`src/rtl/ff_pkg.sv`:
```
// Shared definitions for the ff_reg_multi register bank.
// Mode encoding is common to RTL and testbench.
package ff_pkg;

    typedef enum logic [1:0] {
        FF_D     = 2'b00,
        FF_T     = 2'b01,
        FF_JK    = 2'b10,
        FF_SHIFT = 2'b11
    } ff_mode_t;

endpackage

```
`src/rtl/ff_bit.sv`:
```
// One-bit next-state cell for ff_reg_multi.
// Purely combinational; the register lives in the top level.
module ff_bit
    import ff_pkg::*;
(
    input  logic     q_cur,
    input  ff_mode_t mode,
    input  logic     d,
    input  logic     k,
    input  logic     shift_in,
    output logic     q_nxt
);

    always_comb begin
        q_nxt = q_cur;
        unique case (mode)
            FF_D:     q_nxt = d;
            FF_T:     q_nxt = q_cur ^ d;
            FF_JK: begin
                unique case ({d, k})
                    2'b00:   q_nxt = q_cur;
                    2'b01:   q_nxt = 1'b0;
                    2'b10:   q_nxt = 1'b1;
                    default: q_nxt = ~q_cur;
                endcase
            end
            default:  q_nxt = shift_in;
        endcase
    end

endmodule

```
`src/rtl/ff_reg_multi.sv`:
```
// WIDTH-bit register bank with D/T/JK/shift modes,
// complementary outputs and a registered change pulse.
module ff_reg_multi
    import ff_pkg::*;
#(
    parameter int               WIDTH     = 8,
    parameter logic [WIDTH-1:0] RESET_VAL = '0
) (
    input  logic             clk,
    input  logic             rst,
    input  logic             en,
    input  ff_mode_t         mode,
    input  logic [WIDTH-1:0] d,
    input  logic [WIDTH-1:0] k,
    input  logic             sin,
    output logic [WIDTH-1:0] q,
    output logic [WIDTH-1:0] qbar,
    output logic             sout,
    output logic             chg
);

    logic [WIDTH-1:0] r_q;
    logic             r_chg;
    logic [WIDTH-1:0] w_nxt;
    logic [WIDTH-1:0] w_shin;

    // Right shift: each bit takes its upper neighbour, MSB takes sin
    for (genvar i = 0; i < WIDTH; i++) begin : g_bit
        if (i == WIDTH - 1) begin : g_msb
            assign w_shin[i] = sin;
        end else begin : g_mid
            assign w_shin[i] = r_q[i+1];
        end

        ff_bit u_bit (
            .q_cur    (r_q[i]),
            .mode     (mode),
            .d        (d[i]),
            .k        (k[i]),
            .shift_in (w_shin[i]),
            .q_nxt    (w_nxt[i])
        );
    end

    always_ff @(posedge clk) begin
        if (rst) begin
            r_q   <= RESET_VAL;
            r_chg <= 1'b0;
        end else if (en) begin
            r_q   <= w_nxt;
            r_chg <= (w_nxt != r_q);
        end else begin
            r_chg <= 1'b0;
        end
    end

    assign q    = r_q;
    assign qbar = ~r_q;
    assign sout = r_q[0];
    assign chg  = r_chg;

endmodule

```
`config.mk`:
```
export PLATFORM = sky130hd
export DESIGN_NAME = ff_reg_multi
export DESIGN_NICKNAME = d
export VERILOG_FILES = /design/src/rtl/ff_pkg.sv /design/src/rtl/ff_bit.sv /design/src/rtl/ff_reg_multi.sv
export SDC_FILE = /design/constraint.sdc
export NUM_CORES = 1
export LEC_CHECK = 0
export CORE_UTILIZATION = 42
export CTS_CLUSTER_SIZE = 12
export DETAILED_ROUTE_END_ITERATION = 12
export PLACE_DENSITY = 0.84
export SYNTH_ARGS = -nofsm -noshare
export SYNTH_HDL_FRONTEND = slang
export SYNTH_HIERARCHICAL = 1
export SYNTH_SLANG_ARGS = --single-unit
```
`constraint.sdc`:
```
create_clock -name clk -period 3.99 [get_ports clk]
set_input_delay 0.5985 -clock clk [delete_from_list [all_inputs] [get_ports clk]]
set_output_delay 0.5985 -clock clk [all_outputs]
set_load 0.03 [all_outputs]
```
==> results.py, run 1 <==
metrics = {
    "global_route": {
        "antenna_found_initial": 0,
        "grt_max_degree": 25,
        "grt_pass1_wl_um": 3240,
        "track_usage_pct": 21.8,
        "gr-total-overflow": 0,
        "grt_pass1_vias": 763,
    },
    "timing": {
        "hold_ws_ps": 625,
        "tightest_slew_ps": 933,
        "post-route-period-util_pct": 67.8,
        "finalHoldViolations": 0,
        "fmax_mhz": 370,
        "setup_viol": 0,
        "rsz0062_at_grt": "false",
        "slew_headroom_pct": 37.6,
        "final.setup.tns_ps": 0,
        "finalCriticalPeriod_ps": 2710,
        "skew_ps": 2.80,
        "report.final.slew_viol_count": 0,
    },
    "floorplan": {
        "ios": 40,
        "die_h_um": 45.2,
        "dieWidth_um": 45.2,
        "rows": 15,
        "initial_core_util_pct": 44.9,
        "die_area_um2": 2040,
        "core_area_um2": 1750,
    },
    "detailed_routing": {
        "routed_wirelength_um": 1910,
        "drtAntennaViolNets": 0,
        "drt-vias-per-instance": 5.04,
        "drt_first_iter_violations": 9,
        "dr.pass1.iters": 2,
        "dr_total_vias": 816,
        "drc": 0,
        "wl_per_cell_um": 11.8,
    },
    "synth": {
        "netlist_area_um2": 783,
        "yosys-top-cells-area": "dfxtp_1 (23%), mux2i_1 (20%), maj3_2 (12%)",
        "synth_seq_cells": 9,
        "synth_fp_nets": 118,
        "synth_top_area_share_pct": 23.0,
        "ys_warn_count": 6,
        "syn_inst": 96,
        "syn_avg_cell_area_um2": 8.16,
        "ys_seq_area_share_pct": 23.0,
        "synth_top_area_cell": "dfxtp_1",
        "yosysUniqueCellTypes": 14,
    },
    "clock_network": {
        "insertion_delay_ps": 260,
        "cts_buffer_depth": 2,
        "htreeDepth": 1,
        "clock-sinks": 9,
        "cts_buffers": 3,
        "clkTransAtPathRegs_ps": 70,
        "cts_hold_buf": 0,
        "post_cts_resized": 0,
        "cts_tree": "yes",
        "cts_root_buf": "clkbuf_4",
        "postCtsSetupBuffers": 0,
    },
    "cells_and_area": {
        "finalCoreUtilization_pct": 69.9,
        "final_cell_mix": "clkdlybuf4s50_1 (39), mux2i_1 (16), a21oi_1 (9), dfxtp_1 (9)",
        "drive_above_1_share_pct": 8.76,
        "nets": 160,
        "layout_commonest_cell": "clkdlybuf4s50_1",
        "stdcell_area_um2": 1220,
        "diodes": 0,
        "layout-area-overhead-vs-synth_pct": 55.8,
    },
    "placement": {
        "dpl.hpwl_um": 1390,
        "io_buffers": 39,
        "place.gp.congestion": 0.685,
        "placed_area_um2": 1190,
    },
    "hold_path": {
        "hold_path.class": "reg -> reg",
    },
    "critical_path": {
        "worstPathArrival_ps": 2850,
        "crit_path_start_kind": "input pin",
        "crit_fanout": 22,
        "end_kind": "flip-flop",
        "critPathKind": "in -> reg",
        "required_ps": 4140,
    },
    "outcome": {
        "status": "completed",
    },
    "power_and_ir_drop": {
        "cellLeakagePower_nw": 0.491,
        "power.density_nw_per_um2": 272,
        "ir_worst_vdd_mv": 0.144,
    },
    "job": {
        "drv_cap": 0,
    },
}
[Yosys cell counts (all sizes together)]
library cell and n:
nor2 8, a21oi 9, buf 3, mux2i 16
nand2 8, xor2 8, nor4 2, nand4b 8
nand2b 1, o21ai 8, maj3 8, inv 8
dfxtp 9
[state kept, by name (all words and copies together) (netlist names)]
name  flops
q         8
chg       1
[worst max-delay path, cell delays in order]
cell             delay (ps)
clkdlybuf4s50_1        1080
buf_4                   260
mux2i_1                 180
a21oi_1                 110
xor2_1                  190
nor4_1                  310
a21oi_1                 110
[layer usage]
layer  GRT usage [%]  share of wire [%]  vias to the layer above
met5               0                  0                        -
met4            12.1                1.7                        0
met3            3.60                4.6                        4
met2            37.4                 49                       27
met1            25.7                 44                      364
li1                -                  -                      421
[path summary, 6_finish.rpt]
| kind | startpoint | end | slack (ps) | depth (start not counted) |
|---|---|---|---|---|
| setup / recovery | mode[0] | chg | 1280 | 7 |
| hold / removal | q[1] | q[1] | 630 | 2 |
| setup reg to reg | q[3] | chg | 2350 | 6 |
| hold reg to reg | q[1] | q[1] | 630 | 2 |
[cell families (layout without fill, tap and decap cells)]
| kind of cell | Yosys count | in the layout | synth area share [%] |
|---|---|---|---|
| and+or+nand+nor | 27 | 27 | 19.0 |
| AOI/OAI and AO/OA | 17 | 17 | 10.9 |
| muxes | 16 | 16 | 20.4 |
| buffers and inverters | 11 | 52 | 6.23 |
| DFF | 9 | 9 | 23.0 |
| adders and majority gates | 8 | 8 | 11.5 |
| xor gates and xnor gates | 8 | 8 | 8.95 |
[stage by stage]
stage	instances	setup WS, ps	total power, mW
2_1_floorplan	96	2320	0.196
3_3_place_gp	158	1070	0.258
3_5_place_dp	158	1010	0.261
4_1_cts	162	1290	0.335
5_1_grt	162	1060	0.355
6_report	162	1280	0.332
[where the power goes]
| group | internal [mW] | switching (mW) |
|---|---|---|
| Clock | 0.0386 | 0.0347 |
| Combinational | 0.0738 | 0.0728 |
| Sequential | 0.0971 | 0.0148 |
[area by class of cell]
type	count	area (um2)
multi-input combinational	76	554
fill	156	526
sequential	9	180
clock buffer	4	26.3
inverter	8	30.0
timing repair buffer	40	398
tap	25	31.3
Note: power is estimated with default switching activity, not from simulation.
==> run 2: changes to the inputs <==
CORE_UTILIZATION = 39   (was 42)
PLACE_DENSITY = 0.79   (was 0.84)
clock period = 2.6 ns   (was 3.99 ns; I/O delays follow)
==> run 2 against run 1 <==
Register-to-register slack worse by 1500 ps. Via count rose by 0.61%. Clock skew up 5.5 ps.
==> results.py, run 2 (synthesized netlist as in run 1, its figures left out) <==
metrics = {
    "outcome": {
        "status": "completed",
    },
    "critical_path": {
        "path_buf_inv": 2,
        "required_ps": 2760,
        "startpoint": "mode[0]",
        "max_stage_delay_ps": 460,
        "critPathKind": "in -> reg",
        "path_common_cell": "a21oi_1",
        "worstPathArrival_ps": 2250,
        "crit_slowest_cell": "clkdlybuf4s50_1",
        "end_kind": "flip-flop",
        "crit_path_start_kind": "input pin",
        "crit_family": "buffers and inverters",
        "r2r_start": "q[1]",
        "path_cells": "clkdlybuf4s50_1 > buf_4 > maj3_2 > o21ai_1 > a21oi_1 > xor2_1 > nor4_1 > a21oi_1",
        "crit_fanout": 24,
    },
    "power_and_ir_drop": {
        "power.share.switching_pct": 37.7,
        "p_sw_mw": 0.194,
        "internal-power_mw": 0.320,
        "cellLeakagePower_nw": 0.499,
        "power.density_nw_per_um2": 418,
        "clock_power_share_pct": 22.2,
        "ir_worst_vdd_mv": 0.360,
        "combPwrFrac_pct": 44.3,
        "p_seq_share_pct": 33.5,
        "power_mw": 0.514,
    },
    "clock_network": {
        "insertion_delay_ps": 270,
        "cts_hold_buf": 0,
        "htreeDepth": 1,
        "clock-sinks": 9,
        "post_cts_resized": 0,
        "cts_tree": "yes",
        "postCtsSetupBuffers": 0,
        "cts_root_buf": "clkbuf_4",
        "clkTransAtPathRegs_ps": 70,
        "cts_buffers": 3,
        "cts_buffer_depth": 2,
    },
    "detailed_routing": {
        "drtAntennaViolNets": 0,
        "dr.pass1.iters": 4,
        "drt_first_iter_violations": 8,
        "drt-vias-per-instance": 5.04,
        "drc": 0,
        "dr_total_vias": 821,
        "routed_wirelength_um": 1990,
        "wl_per_cell_um": 12.2,
    },
    "cells_and_area": {
        "final_cell_mix": "clkdlybuf4s50_1 (39), mux2i_1 (16), a21oi_1 (9), dfxtp_1 (9)",
        "nets": 161,
        "fill_cells": 160,
        "finalCoreUtilization_pct": 68.2,
        "largest_reg_flops": 8,
        "regArea_um2": 180,
        "drive_above_1_share_pct": 10.1,
        "multiInputGateArea_um2": 554,
        "final_cells": 163,
        "diodes": 0,
        "layout_commonest_cell": "clkdlybuf4s50_1",
        "layout-area-overhead-vs-synth_pct": 56.9,
    },
    "global_route": {
        "gr-total-overflow": 0,
        "grt_max_degree": 25,
        "grt_pass1_wl_um": 2990,
        "antenna_found_initial": 0,
        "track_usage_pct": 19.6,
        "grt_pass1_vias": 706,
    },
    "placement": {
        "place.gp.congestion": 0.746,
        "io_buffers": 39,
        "placedCellCount": 159,
        "dpl.hpwl_um": 1460,
    },
    "timing": {
        "finalHoldViolations": 0,
        "skew_ps": 8.26,
        "finalCriticalPeriod_ps": 2090,
        "tightest_slew_ps": 519,
        "setup_viol": 0,
        "fmax_mhz": 479,
        "final.setup.tns_ps": 0,
        "hold_ws_ps": 634,
        "report.final.slew_viol_count": 0,
        "rsz0062_at_grt": "false",
        "post-route-period-util_pct": 80.3,
        "slew_headroom_pct": 65.3,
    },
    "floorplan": {
        "dieWidth_um": 46.8,
        "die_h_um": 46.8,
        "ios": 40,
        "core_area_um2": 1800,
        "die_area_um2": 2190,
        "initial_core_util_pct": 43.5,
        "rows": 15,
    },
    "hold_path": {
        "hold_path.class": "reg -> reg",
        "hold_start": "q[7]",
    },
    "job": {
        "drv_cap": 0,
    },
}
## run 2: cell count changes in the layout (fill, tap and decap cells not counted)
| cell | change |
|---|---|
| buf_4 | +1 |
| clkbuf_1 | -1 |
| clkinv_2 | +1 |
## run 2: metal layers
layer,wire length (um),track usage [%]
met5,0,0
met4,31,8.57
met1,864,24.8
met2,955,31.9
met3,141,4.23
## run 2: worst reg2reg max path, cell delays in order, from the launching register on
cell,delay (ps)
dfxtp_1,510
maj3_2,270
o21ai_1,50
a21oi_1,290
xor2_1,130
nor4_1,290
a21oi_1,110
## run 2: worst paths after layout
kind,end,cells after the start,slack (ps)
max,chg,8,510
min,q[7],2,630
max reg2reg,chg,6,840
min reg2reg,q[7],2,630
## run 2: through the flow
| step | area (um2) | setup WS [ps] |
|---|---|---|
| after global placement | 1200 | 323 |
| after detailed placement | 1200 | 285 |
| after global routing | 1230 | 394 |
| after CTS | 1230 | 523 |
| final | 1230 | 512 |
| after floorplan | 783 | 926 |
## run 2: cell type report
type	count	share of cell area [%]
Sequential cell	9	14.7
Timing Repair Buffer	41	33.0
Clock inverter	1	0.407
Multi-Input combinational cell	76	45.1
Tap cell	25	2.55
Inverter	8	2.44
Clock buffer	3	1.83
## run 2: power by group through the flow
stage,Clock [mW],Sequential (mW),Combinational (mW)
after global placement,0,0.174,0.223
after floorplan,0,0.193,0.108
after CTS,0.117,0.172,0.228
after global routing,0.124,0.175,0.246
after detailed placement,0,0.175,0.227
final,0.114,0.172,0.228
==> run 3: changes to the inputs <==
clock period = 2 ns   (was 2.6 ns; I/O delays follow)
==> run 3 against run 2 <==
Critical path depth did not move. Clock power rose by 27%. Total power rose by 34%. Largest cell class unchanged. Critical endpoint unchanged.
==> results.py, run 3 (synthesized netlist as in run 1, its figures left out) <==
metrics = {
    "detailed_routing": {
        "drt-vias-per-instance": 5.22,
        "drtAntennaViolNets": 0,
        "drc": 0,
        "routed_wirelength_um": 2090,
        "dr_total_vias": 882,
        "dr.pass1.iters": 4,
        "drt_first_iter_violations": 40,
        "wl_per_cell_um": 12.4,
    },
    "floorplan": {
        "die_area_um2": 2190,
        "ios": 40,
        "rows": 15,
        "dieWidth_um": 46.8,
        "die_h_um": 46.8,
        "initial_core_util_pct": 43.5,
        "core_area_um2": 1800,
    },
    "clock_network": {
        "clock-sinks": 9,
        "postCtsSetupBuffers": 0,
        "clkTransAtPathRegs_ps": 70,
        "cts_hold_buf": 0,
        "cts_tree": "yes",
        "cts_buffer_depth": 2,
        "htreeDepth": 1,
        "insertion_delay_ps": 260,
        "cts_root_buf": "clkbuf_4",
        "cts_buffers": 3,
    },
    "global_route": {
        "grt_pass1_wl_um": 3240,
        "gr-total-overflow": 0,
        "grt_pass1_vias": 794,
        "track_usage_pct": 20.4,
        "antenna_found_initial": 0,
        "grt_max_degree": 25,
    },
    "critical_path": {
        "crit_path_start_kind": "input pin",
        "required_ps": 2150,
        "r2r_cells": 6,
        "path_cells": "clkdlybuf4s50_1 > buf_12 > maj3_2 > o21ai_1 > a21oi_1 > xor2_1 > nor4_2 > a21oi_1",
        "crit_family": "buffers and inverters",
        "path_common_cell": "a21oi_1",
        "end_kind": "flip-flop",
        "crit_slowest_cell": "clkdlybuf4s50_1",
        "max_stage_delay_ps": 450,
        "path_buf_inv": 2,
        "crit_fanout": 24,
        "crit_cells": 8,
        "worstPathArrival_ps": 2060,
        "critPathKind": "in -> reg",
    },
    "timing": {
        "fmax_mhz": 521,
        "skew_ps": 3.49,
        "finalHoldViolations": 0,
        "hold_ws_ps": 627,
        "finalCriticalPeriod_ps": 1920,
        "post-route-period-util_pct": 95.9,
        "setup_ws_ps": 81.6,
        "final.setup.tns_ps": 0,
        "setup_viol": 0,
        "slew_headroom_pct": 63.8,
        "report.final.slew_viol_count": 0,
        "tightest_slew_ps": 541,
    },
    "outcome": {
        "status": "completed",
    },
    "hold_path": {
        "hold_path.class": "reg -> reg",
        "min_path_cells": 2,
    },
    "cells_and_area": {
        "drive_above_1_share_pct": 13.9,
        "stdcell_area_um2": 1290,
        "finalCoreUtilization_pct": 71.7,
        "final_cell_mix": "clkdlybuf4s50_1 (39), mux2i_1 (16), a21oi_1 (9), dfxtp_1 (9)",
        "layout-area-overhead-vs-synth_pct": 64.9,
        "fill_cells": 164,
        "largest_reg_flops": 8,
        "layout_commonest_cell": "clkdlybuf4s50_1",
        "diodes": 0,
        "nets": 167,
        "final_cells": 169,
    },
    "power_and_ir_drop": {
        "cellLeakagePower_nw": 0.530,
        "power_mw": 0.688,
        "power.density_nw_per_um2": 533,
        "ir_worst_vdd_mv": 0.396,
    },
    "placement": {
        "placedCellCount": 165,
        "io_buffers": 39,
        "place.gp.congestion": 0.723,
        "dpl.hpwl_um": 1500,
        "dp_slack_ps": -160,
        "placed_area_um2": 1260,
    },
    "job": {
        "drv_cap": 0,
    },
}
[run 3: cell count changes in the layout (fill, tap and decap cells not counted)]
cell / delta
buf_12: +1
buf_4: +5
clkbuf_1: +1
clkinv_2: -1
nor4_1: -1
nor4_2: +1
[run 3: area by class of cell]
cell class	instances	area [um2]	share of cell area [%]
timing repair buffer	47	463	35.9
tap	25	31.3	2.42
sequential	9	180	14.0
multi-input combinational	76	561	43.4
inverter	8	30.0	2.33
clock buffer	4	26.3	2.03
[run 3: metal layers]
metal	GRT usage [%]	share of wire (%)
met5	0	0
met4	3.43	0
met3	4.23	7.7
met2	36.7	50
met1	25.3	43
[run 3: final timing paths]
kind | startpoint | to | slack [ps]
setup reg to reg | q[1] | chg | 260
hold reg to reg | q[5] | q[5] | 630
setup / recovery | mode[1] | chg | 80
hold / removal | q[5] | q[5] | 630
[run 3: what timing repair did]
| action | in CTS | in global routing |
|---|---|---|
| endpoints found under the setup margin | 0 | 1 |
| resized for setup | 0 | 1 |
| hold endpoints to repair | 0 | 0 |
[run 3: report_power, final]
group	total, mW	switching, mW	internal [mW]
sequential	0.224	0.0298	0.194
clock	0.145	0.0674	0.0771
combinational	0.320	0.156	0.164
[run 3: tightest hold or removal path, delay by kind of cell (launching register included)]
| family | cells | cell delay (ps) |
|---|---|---|
| flip-flops | 1 | 380 |
| AND/OR/NAND/NOR | 1 | 50 |
| multiplexers | 1 | 150 |
